## src/rtl/out_port_arb.sv

```systemverilog
// out_port_arb: per-output-port wormhole arbiter.
// Round-robin grant among RN input buffers; the grant is locked for the whole
// frame and released on the tail flit, on a dropped request, or (when the
// OUT_PORT_ARB_WDT_EN macro is defined) on a watchdog timeout of TO idle cycles.
module out_port_arb #(
  parameter int RN = 4,
  parameter int TO = 255,
  localparam int OW = $clog2(RN)
) (
  input  logic          clk,
  input  logic          rst,
  input  logic [RN-1:0] req,
  input  logic          flit_fire,
  input  logic          eof,
  output logic [RN-1:0] gnt,
  output logic [OW-1:0] owner,
  output logic          busy,
  output logic [15:0]   frame_cnt,
  output logic          abort
);

  // Elaboration-time parameter legality check
  if (RN < 2 || RN > 8 || TO < 1 || TO > 65535) begin : g_bad_param
    $error("out_port_arb: RN must be 2..8 and TO 1..65535");
  end

  typedef enum logic [1:0] {S_IDLE, S_XFER, S_REL} state_t;

  state_t        r_state, w_state_nxt;
  logic [RN-1:0] r_gnt;
  logic [OW-1:0] r_owner, r_ptr, w_pick;
  logic [15:0]   r_frame_cnt;
  logic          w_found, w_tail, w_drop, w_wdt_to, w_start, w_end;

  assign w_tail = flit_fire & eof;
  assign w_drop = ~req[r_owner];

  // Round-robin pick: first requester at or after r_ptr, wrapping.
  // Scanned from the farthest offset down so the nearest one wins.
  always_comb begin
    int j;
    w_found = 1'b0;
    w_pick  = r_ptr;
    for (int i = RN - 1; i >= 0; i--) begin
      j = int'(r_ptr) + i;
      if (j >= RN) j = j - RN;
      if (req[j]) begin
        w_found = 1'b1;
        w_pick  = j[OW-1:0];
      end
    end
  end

  // State register
  always_ff @(posedge clk) begin
    if (rst) r_state <= S_IDLE;
    else     r_state <= w_state_nxt;
  end

  // Next state; w_start/w_end mark frame entry and release
  always_comb begin
    w_state_nxt = r_state;
    w_start     = 1'b0;
    w_end       = 1'b0;
    case (r_state)
      S_IDLE: if (w_found) begin
        w_state_nxt = S_XFER;
        w_start     = 1'b1;
      end
      S_XFER: if (w_tail || w_drop || w_wdt_to) begin
        w_state_nxt = S_REL;
        w_end       = 1'b1;
      end
      S_REL:   w_state_nxt = S_IDLE;
      default: w_state_nxt = S_IDLE;
    endcase
  end

  // Grant, owner, round-robin pointer and frame counter
  always_ff @(posedge clk) begin
    if (rst) begin
      r_gnt       <= '0;
      r_owner     <= '0;
      r_ptr       <= '0;
      r_frame_cnt <= '0;
    end else begin
      if (w_start) begin
        r_gnt   <= {{(RN-1){1'b0}}, 1'b1} << w_pick;
        r_owner <= w_pick;
      end
      if (w_end) r_gnt <= '0;
      // Only a real tail counts; drops and timeouts release silently
      if (r_state == S_XFER && w_tail) r_frame_cnt <= r_frame_cnt + 16'd1;
      // Next search starts just past the last owner
      if (r_state == S_REL)
        r_ptr <= (r_owner == OW'(RN - 1)) ? '0 : r_owner + OW'(1);
    end
  end

`ifdef OUT_PORT_ARB_WDT_EN
  logic [15:0] r_wdt;

  // Idle-cycle counter: cleared on frame entry and every accepted flit
  always_ff @(posedge clk) begin
    if (rst)                       r_wdt <= '0;
    else if (w_start || flit_fire) r_wdt <= '0;
    else if (r_state == S_XFER)    r_wdt <= r_wdt + 16'd1;
  end

  assign w_wdt_to = (r_state == S_XFER) && (r_wdt == 16'(TO));
  // A tail in the same cycle completes the frame normally instead
  assign abort    = w_wdt_to & ~w_tail;
`else
  assign w_wdt_to = 1'b0;
  assign abort    = 1'b0;
`endif

  assign gnt       = r_gnt;
  assign owner     = r_owner;
  assign busy      = (r_state == S_XFER);
  assign frame_cnt = r_frame_cnt;

endmodule

```

## config.mk

```make
export PLATFORM = sky130hd
export DESIGN_NAME = out_port_arb
export DESIGN_NICKNAME = d
export VERILOG_FILES = /design/src/rtl/out_port_arb.sv
export SDC_FILE = /design/constraint.sdc
export NUM_CORES = 1
export LEC_CHECK = 0
export BUFFER_PORTS_ARGS = -buffer_cell sky130_fd_sc_hd__buf_2
export CORE_UTILIZATION = 44
export DETAILED_ROUTE_END_ITERATION = 10
export GPL_TIMING_DRIVEN = 0
export PLACE_DENSITY = 0.68
export SKIP_LAST_GASP = 1
export SLEW_MARGIN = 10
export SYNTH_ARGS = -nofsm -noshare
export SYNTH_HDL_FRONTEND = slang
export SYNTH_SLANG_ARGS = --single-unit
```

## constraint.sdc

```tcl
create_clock -name clk -period 2 [get_ports clk]
set_input_delay 0.3 -clock clk [delete_from_list [all_inputs] [get_ports clk]]
set_output_delay 0.3 -clock clk [all_outputs]
set_load 0.01 [all_outputs]
```

==> impl_results.md, run 1 <==
- Status: finished clean
- Number of cell rows: 19
- Post-route clock period utilization: 79.5%
- TritonCTS clock tree: built
- Power per cell area: 632 nW/um^2
- Drt pass-1 iters: 4
- Final hold vios: 0
- Clock sink total: 26
- Top_reg_cell synth: dfxtp_1
- Min cycle time layout: 1.59 ns
- First-pass GRT wire length: 4.29 mm
- Chip Width: 55.6 um
- Routed wire length: 2.57 mm
- Area delta synth->final: 17.8%
- Die area: 3100 sq um
- # IOs: 32
- CP Data Arrival Time: 1.80 ns
- Pleak: 0.637 nW
- Post-CTS sizing: 0
- Max-cap violations: 0
- Fraction of registers with async set/reset: 0%
- Syn_nets: 160
- Post-Syn Instances: 150
- Pins over their slew limit: 0
- FILL cells: 270
- Fmax: 0.629 GHz
- Post-place setup slack: 0.386 ns
- Ant diodes: 0
- Grt ovf: 0
- Synth unique cells: 31
- Clock latency on the worst-skew pair: 0.32 ns
- Yosys top cell by area: dfxtp_1
- Hold buffer count at cts: 0
- Peak supply drop: 0.592 mV
- Die Ht: 55.6 um
- GRT Util Overall: 17.5%
- # Post-CTS Setup Buffers: 0
- Core area: 2730 sq um
- I/O Buffers: 30
- Final routed DRC violation total: 0
- Largest net degree at the start of global routing: 15
- Worst hold path class: in2reg
- Worst Path Max Fanout: 7
- Relative slew margins: 64.8%
- RSZ-0062 raised after global routing: no
- Yosys Warn Count: 0
- Yosys reg bits: 26
- Post-DR vias/cell: 5.34
- Clock-pin slew on the worst setup and hold paths: 0.14 ns
- CP endpoint kind: register
- Sequential share of the synthesized area: 41.1%
- H-tree Lvls: 1
- Root Driver: clkbuf_4
- Number of enable flip-flop cells after synthesis: 0
- Critical path launch point type: register
- ANT nets after route: 0
- DP HPWL: 2.00 mm
- Final core occ: 54.6%
- Worst Slack Setup Final: 0.410 ns
- WL per Instance: 12.0 um
- CTS Buffer Depth: 2
- Layout cells sized above 1: 21.2%
- Total power: 0.943 mW
- Mapped cell area: 1270 sq um
- Number of global-route vias before repair: 986
- Commonest cells in the netlist: dfxtp_1, nor2_1, nand2_1
- Synth area leaders: dfxtp_1, nor2_1, xnor2_1
- Starting Density: 46.3%
- Post-route setup TNS: 0 ns
- Setup Skew: 0.00405 ns
- Syn_area_per_cell: 8.44 sq um
- Finish-stage setup viols: 0
- Via count: 1149
- Cts bufs inserted: 3
- Nets: 195
- CP Data Required Time: 2.21 ns
- Slew @ Worst Pin: 0.524 ns
- Crit Path Category: reg2reg
- GPL Wtd Cong: 0.876
- Initial antenna violation count: 0
- DRT iter0 DRCs: 24
- Share of the synthesized area in the top cell type: 41.1%
- Most common cell in the netlist: dfxtp_1
## cell type report
cell class	count	area (sq um)	share of cell area, %
Clock buffer	4	36.3	2.43
Inverter	4	15.0	1.01
Tap cell	31	38.8	2.60
Timing Repair Buffer	30	150	10.1
Multi-Input combinational cell	114	692	46.4
Buffer	6	38.8	2.60
Sequential cell	26	520	34.9
## critical path, cell delays in order, from the launching register on
cell     delay [ns]
dfxtp_1        0.40
and4b_1        0.22
buf_6          0.13
and4_1         0.19
buf_4          0.15
and3_1         0.18
xnor2_1        0.15
nor2_1         0.06
## metal layers
metal	global-route usage [%]	vias to the layer above	share of wire (%)
met5	0	-	0
met4	7.14	0	0.66
met3	4.88	4	5.2
met2	28.2	25	45
met1	22.1	534	49
li1	-	586	-
## registers in the layout, indices dropped and copies added, names as in the netlist
signal     cells
frame_cnt     16
gnt            4
owner          2
r_ptr          2
r_state        2
## final timing paths
path | start | end | slack (ns) | cells after the start
max | r_state[1] | frame_cnt[9] | 0.41 | 7
min | rst | frame_cnt[6] | 0.18 | 2
max reg2reg | r_state[1] | frame_cnt[9] | 0.41 | 7
min reg2reg | gnt[2] | gnt[2] | 0.46 | 2
## kinds of logic (layout without fill, tap and decap cells)
kind of cell / Yosys count / count (layout) / synth area share [%]
compound gates: 15 / 15 / 6.52
xor+xnor: 14 / 14 / 9.68
fa+ha+maj: 2 / 2 / 1.98
buf+inv: 10 / 44 / 4.25
flops: 26 / 26 / 41.1
mux: 5 / 5 / 4.94
other cells: 1 / 1 / 0.296
simple gates: 77 / 77 / 31.2
## layout by cell type, fill, tap and decap left out, drive strengths merged, types with 3 or more instances in the layout
cell / n
xnor2: 7
and3: 5
clkbuf: 6
dfxtp: 26
o21ai: 4
nand2: 14
xor2: 7
nand3: 9
nor3: 6
buf: 34
nor2b: 3
a21oi: 9
mux2i: 4
nand2b: 5
nor2: 19
inv: 4
nand4: 5
## report_power, final
part	leakage (nW)	internal, mW	switching (mW)	total, mW
Clock	0.0210	0.111	0.153	0.264
Combinational	0.405	0.0575	0.0715	0.129
Sequential	0.211	0.534	0.0161	0.550
## stage by stage
stage               hold WS [ns]  std cells  area, sq um
detailed placement         0.450        211         1460
CTS                        0.170        215         1490
global route               0.159        215         1490
floorplan                  0.369        150         1270
finish                     0.175        215         1490
global placement           0.439        211         1460
No activity file was read; power rests on OpenSTA's default activity.
==> run 2, diff against run 1 <==
clock period = 1.54 ns   (was 2 ns; I/O delays follow)
==> run 2 against run 1 <==
Effect of this change:
- via count grew 0.52%
- wire length grew 2.1%
- non-clock buffer count grew 2
- setup slack lost 0.36 ns
- sequential cell count is the same
- final cell count grew 0.93%
- sequential share of layout area shrank 0.53 points
- register-to-register slack lost 0.36 ns
- critical path type unchanged
- largest cell class unchanged
- largest power group unchanged
- highest routed layer unchanged
==> impl_results.md, run 2 (synthesis results as in run 1) <==
- Area delta synth->final: 21.3%
- CP endpoint kind: register
- I/O Buffers: 30
- Die area: 3100 sq um
- Global route hottest layer: met2
- Grt ovf: 0
- Seq. cell area: 528 sq um
- Slowest Stage Delay on Critical Path: 0.51 ns
- Hold_ws: 0.0974 ns
- Final core occ: 56.2%
- CP most frequent cell: nand2_1
- Initial antenna violation count: 0
- GPL Wtd Cong: 0.876
- Critical Path Stages: 5
- Final hold vios: 0
- Post-route setup TNS: 0 ns
- Crit-path leading delay family: multiplexers
- Peak supply drop: 0.764 mV
- DP HPWL: 2.00 mm
- Post-DR vias/cell: 5.32
- Crit Path Category: reg2reg
- DRT iter0 DRCs: 25
- Flop2flop setup slack: 0.05 ns
- ANT nets after route: 0
- RR Startpoint: owner[1]
- CTS Buffer Depth: 2
- Core area: 2730 sq um
- Clock latency on the worst-skew pair: 0.32 ns
- CP Data Arrival Time: 1.72 ns
- Clock-pin slew on the worst setup and hold paths: 0.13 ns
- H-tree Lvls: 1
- Setup Skew: 0.00444 ns
- Min cycle time layout: 1.49 ns
- Final routed DRC violation total: 0
- Root Driver: clkbuf_4
- Number of global-route vias before repair: 997
- Worst Path Max Fanout: 4
- Clock sink total: 26
- Max-cap violations: 0
- WL per Instance: 12.1 um
- Buf/Inv on CP: 0
- Fmax: 0.671 GHz
- Chip Width: 55.6 um
- Hold Path End: owner[1]
- Pins over their slew limit: 0
- Routed wire length: 2.63 mm
- Nets: 197
- CP Data Required Time: 1.77 ns
- Cts bufs inserted: 3
- Met3 Resource Use GR: 4.88%
- Reg2Reg Depth: 5
- RSZ-0062 raised after global routing: yes
- Die Ht: 55.6 um
- Finish-stage setup viols: 0
- # IOs: 32
- Hold Path Origin: rst
- TritonCTS clock tree: built
- Most frequent cells in the layout: buf_2, dfxtp_1, nor2_1
- Worst hold path class: in2reg
- Worst-path cell chain: mux4_2 -> nand2_1 -> nand2_1 -> nand2b_1 -> and4b_1
- Number of cell rows: 19
- Routing usage on met1: 22.2%
- Power per cell area: 804 nW/um^2
- First-pass GRT wire length: 4.33 mm
- GRT Util Overall: 17.7%
- Pleak: 0.665 nW
- Worst r2r dst: gnt[0]
- Drt pass-1 iters: 4
- Relative slew margins: 62.9%
- Final non-filler cell total: 217
- Post-route clock period utilization: 96.8%
- Multi-input gate area: 714 sq um
- GR Layer Usage met2: 28.6%
- Placed cell count: 211
- Critical path launch point type: register
- Largest net degree at the start of global routing: 15
- Ant diodes: 0
- Slew @ Worst Pin: 0.552 ns
- FILL cells: 272
- Layout cells sized above 1: 25.8%
- Starting Density: 46.3%
- Commonest non-fill, non-tap cell in the layout: buf_2
- Status: finished clean
- Hold path depth: 2
- CP max stage cell: mux4_2
- Number of flip-flops in the largest register: 16
- Via count: 1155
[run 2: metrics by stage]
step | instance area (sq um) | total power [mW] | setup WS, ns
after floorplan | 1270 | 0.837 | 0.0488
after detailed placement | 1460 | 0.898 | -0.0392
after CTS | 1500 | 1.24 | -0.0180
after global placement | 1460 | 0.890 | -0.00662
after global routing | 1540 | 1.31 | -0.0129
final | 1540 | 1.24 | 0.0492
[run 2: layer usage]
layer / part of all wire [%] / vias to the layer above
met2: 47 / 24
met1: 48 / 538
met5: 0 / -
met3: 4.1 / 5
li1: - / 588
met4: 0.91 / 0
[run 2: area by class of cell]
type | count | share of cell area (%)
Buffer | 5 | 2.04
Sequential cell | 26 | 34.4
Timing Repair Buffer | 33 | 11.2
Inverter | 4 | 0.977
Multi-Input combinational cell | 114 | 46.5
Tap cell | 31 | 2.52
Clock buffer | 4 | 2.36
[run 2: worst max-delay path by stage]
stage / startpoint / endpoint / slack [ns]
finish: owner[1] / gnt[0] / 0.05
global route: r_state[1] / frame_cnt[9] / -0.01
CTS: r_state[1] / frame_cnt[9] / -0.02
detailed placement: r_state[1] / frame_cnt[9] / -0.04
global placement: owner[1] / gnt[0] / -0.007
floorplan: owner[1] / gnt[0] / 0.05
[run 2: what timing repair did]
action                                  4_1_cts  5_1_grt
pin swaps                                     0        2
resized for setup                             3        7
endpoints found under the setup margin        3        8
hold endpoints to repair                      0        0
setup buffers                                 0        3
hold buffers                                  0        0
[run 2: where the power goes]
| part | leakage (nW) | internal (mW) | switching, mW |
|---|---|---|---|
| clock | 0.0210 | 0.145 | 0.195 |
| sequential | 0.212 | 0.694 | 0.0210 |
| combinational | 0.432 | 0.0842 | 0.0961 |
| total | 0.665 | 0.923 | 0.312 |
==> run 3, diff against run 2 <==
ABC_AREA = 1   (was unset)
CORE_ASPECT_RATIO = 0.8   (was unset)
PLACE_DENSITY = 0.67   (was 0.68)
SLEW_MARGIN = unset   (was 10)
==> run 3 against run 2 <==
Effect of this change:
- sequential share of layout area is 5.7 points lower
- non-clock buffer count is 1 higher
- wire length is 24% higher
- utilization is 3.2 points higher
- critical path depth is 3 higher
- synthesized cell count is 45% higher
- worst hold slack better by 0.22 ns
- power is 33% higher
- sequential cell count stayed put
- synthesized area is 15% higher
- register-to-register slack worse by 0.04 ns
- clock skew is 0.0025 ns lower
- largest cell class unchanged
==> impl_results.md, run 3 <==
- ANT nets after route: 0
- Hold Path Origin: rst
- Pins over their slew limit: 0
- Largest net degree at the start of global routing: 15
- FILL cells: 309
- Final routed DRC violation total: 0
- Core area: 3110 sq um
- Fraction of registers with async set/reset: 0%
- Share of the synthesized area in the top cell type: 35.9%
- Critical path launch point type: register
- Starting Density: 46.7%
- Clock-pin slew on the worst setup and hold paths: 0.09 ns
- Metal2 WL: 1.41 mm
- Most common cell in the netlist: nand2_1
- # IOs: 32
- Number of cell rows: 18
- Multi-input gate area: 865 sq um
- Commonest non-fill, non-tap cell in the layout: nand2_1
- Layout cells sized above 1: 31.9%
- Number of global-route vias before repair: 1082
- Commonest cells in the netlist: nand2_1, inv_1, dfxtp_1
- DP HPWL: 2.37 mm
- Chip Width: 66.2 um
- Sequential share of the synthesized area: 35.9%
- Root Driver: clkbuf_8
- CP Data Arrival Time: 1.71 ns
- Max-cap violations: 0
- CP Data Required Time: 1.71 ns
- CP endpoint kind: register
- RR Startpoint: r_state[1]
- Gate power share: 26.4%
- Worst r2r dst: frame_cnt[10]
- Crit Path Category: reg2reg
- Synth unique cells: 29
- Clock sink total: 26
- Most frequent cells in the layout: nand2_1, buf_2, inv_1
- Setup Skew: 0.00192 ns
- Post-place setup slack: 0.00327 ns
- Drt pass-1 iters: 4
- Seq. cell area: 529 sq um
- Top_reg_cell synth: dfxtp_1
- Met1 WL: 1.70 mm
- Yosys top cell by area: dfxtp_1
- Pleak: 0.835 nW
- Fmax: 0.651 GHz
- Via count: 1427
- Ant diodes: 0
- Met3 WL: 101 um
- Nets: 268
- H-tree Lvls: 1
- Internal Power: 1.12 mW
- Die area: 3530 sq um
- Syn_nets: 228
- First-pass GRT wire length: 4.87 mm
- RSZ-0062 raised after global routing: yes
- Post-Syn Instances: 218
- Post-route clock period utilization: 99.7%
- I/O Buffers: 29
- Cts bufs inserted: 3
- Peak supply drop: 0.636 mV
- TritonCTS clock tree: built
- Grt ovf: 0
- Mapped cell area: 1450 sq um
- Hold buffer count at cts: 0
- Post-DR vias/cell: 4.80
- Number of enable flip-flop cells after synthesis: 0
- Yosys reg bits: 26
- CTS Buffer Depth: 2
- DRT iter0 DRCs: 59
- GRT Util Overall: 19.0%
- Power per cell area: 887 nW/um^2
- Worst Path Max Fanout: 6
- Synth area leaders: dfxtp_1, nand2_1, inv_1
- Initial antenna violation count: 0
- Finish-stage setup viols: 0
- Switching pwr: 0.521 mW
- Yosys Warn Count: 0
- Flop2flop setup slack: 0.005 ns
- Hold Path End: r_state[1]
- Flop pwr share: 46.4%
- Switching power share of the total: 31.8%
- Clock latency on the worst-skew pair: 0.27 ns
- Worst hold path class: in2reg
- Routed wire length: 3.26 mm
- Syn_area_per_cell: 6.66 sq um
- Hold path depth: 2
- Final hold vios: 0
- Worst Slack Setup Final: 0.00458 ns
- Reg2Reg Depth: 8
- GPL Wtd Cong: 0.797
- WL per Instance: 11.0 um
- Top Layer Used: met4
- Die Ht: 53.4 um
- Number of flip-flops in the largest register: 16
- Hold_ws: 0.317 ns
- Min cycle time layout: 1.54 ns
- Status: finished clean
- Area delta synth->final: 27.2%
- Clock power frac: 27.2%
==> run 3: changes by cell type after synthesis, sizes merged, moves of 3 or more <==
cell,before,now
a21oi,9,20
and3,5,1
inv,4,31
mux2i,4,0
nand2,14,60
nand2b,5,0
nand3,9,14
nor2,19,29
nor2b,3,0
nor3,6,3
o21ai,4,18
xnor2,7,0
xor2,7,2
==> run 3: power groups by stage <==
stage / Combinational [mW] / Clock (mW) / Sequential (mW)
floorplan: 0.264 / 0 / 0.776
global placement: 0.366 / 0 / 0.767
detailed placement: 0.370 / 0 / 0.767
CTS: 0.370 / 0.462 / 0.751
global route: 0.484 / 0.491 / 0.767
finish: 0.433 / 0.445 / 0.760
==> run 3: worst max-delay path by stage <==
| stage | startpoint | end | slack, ns | cells past startpoint |
|---|---|---|---|---|
| after floorplan | frame_cnt[2] | frame_cnt[15] | 0.17 | 9 |
| after global placement | eof | frame_cnt[10] | 0.003 | 8 |
| after detailed placement | flit_fire | frame_cnt[10] | 0.003 | 8 |
| after CTS | r_state[1] | frame_cnt[10] | 0.02 | 8 |
| after global routing | r_state[1] | frame_cnt[10] | -0.14 | 8 |
| final | r_state[1] | frame_cnt[10] | 0.005 | 8 |
==> run 3: metal layers <==
layer / GRT usage, % / vias up
li1: - / 772
met1: 26.7 / 627
met5: 0 / -
met4: 7.45 / 0
met3: 3.88 / 4
met2: 28.1 / 24
==> run 3: worst max-delay path, cell delays in order, from the launching register on <==
cell     delay (ns)
dfxtp_2        0.33
inv_2          0.05
nand2_2        0.06
nor2_4         0.18
nand4_1        0.23
nor3_2         0.29
nand2_1        0.10
o21ai_1        0.14
a21oi_1        0.05
==> run 3: metrics by stage <==
stage               cell area (sq um)  cells  setup TNS [ns]  utilization, %  total power [mW]
finish                           1850    297               0            59.4              1.64
global route                     1850    297          -0.238            59.4              1.74
CTS                              1700    291               0            54.8              1.58
detailed placement               1650    287               0            53.0              1.14
global placement                 1650    287               0            53.0              1.13
floorplan                        1450    218               0               -              1.04
==> run 3: kinds of logic (layout without fill, tap and decap cells) <==
logic type / after synthesis / after routing / share of synthesized area [%]
buffers and inverters: 35 / 74 / 10.0
XOR/XNOR: 2 / 2 / 1.21
adder cells (fa/ha/maj): 2 / 2 / 1.72
flip-flops: 26 / 26 / 35.9
AND/OR/NAND/NOR: 111 / 111 / 35.5
AO/OA/AOI/OAI: 41 / 41 / 15.4
other: 1 / 1 / 0.258
==> run 3: area by class of cell <==
class                           count  area share (%)
Multi-Input combinational cell    157            46.8
Sequential cell                    26            28.7
Timing Repair Buffer               35            10.5
Inverter                           31            6.71
Clock buffer                        4            2.98
Tap cell                           40            2.71
Buffer                              4            1.63
==> run 3: timing repair <==
action,in CTS,in global routing
buffers inserted,0,5
endpoints found under the setup margin,0,8
resized for setup,0,36
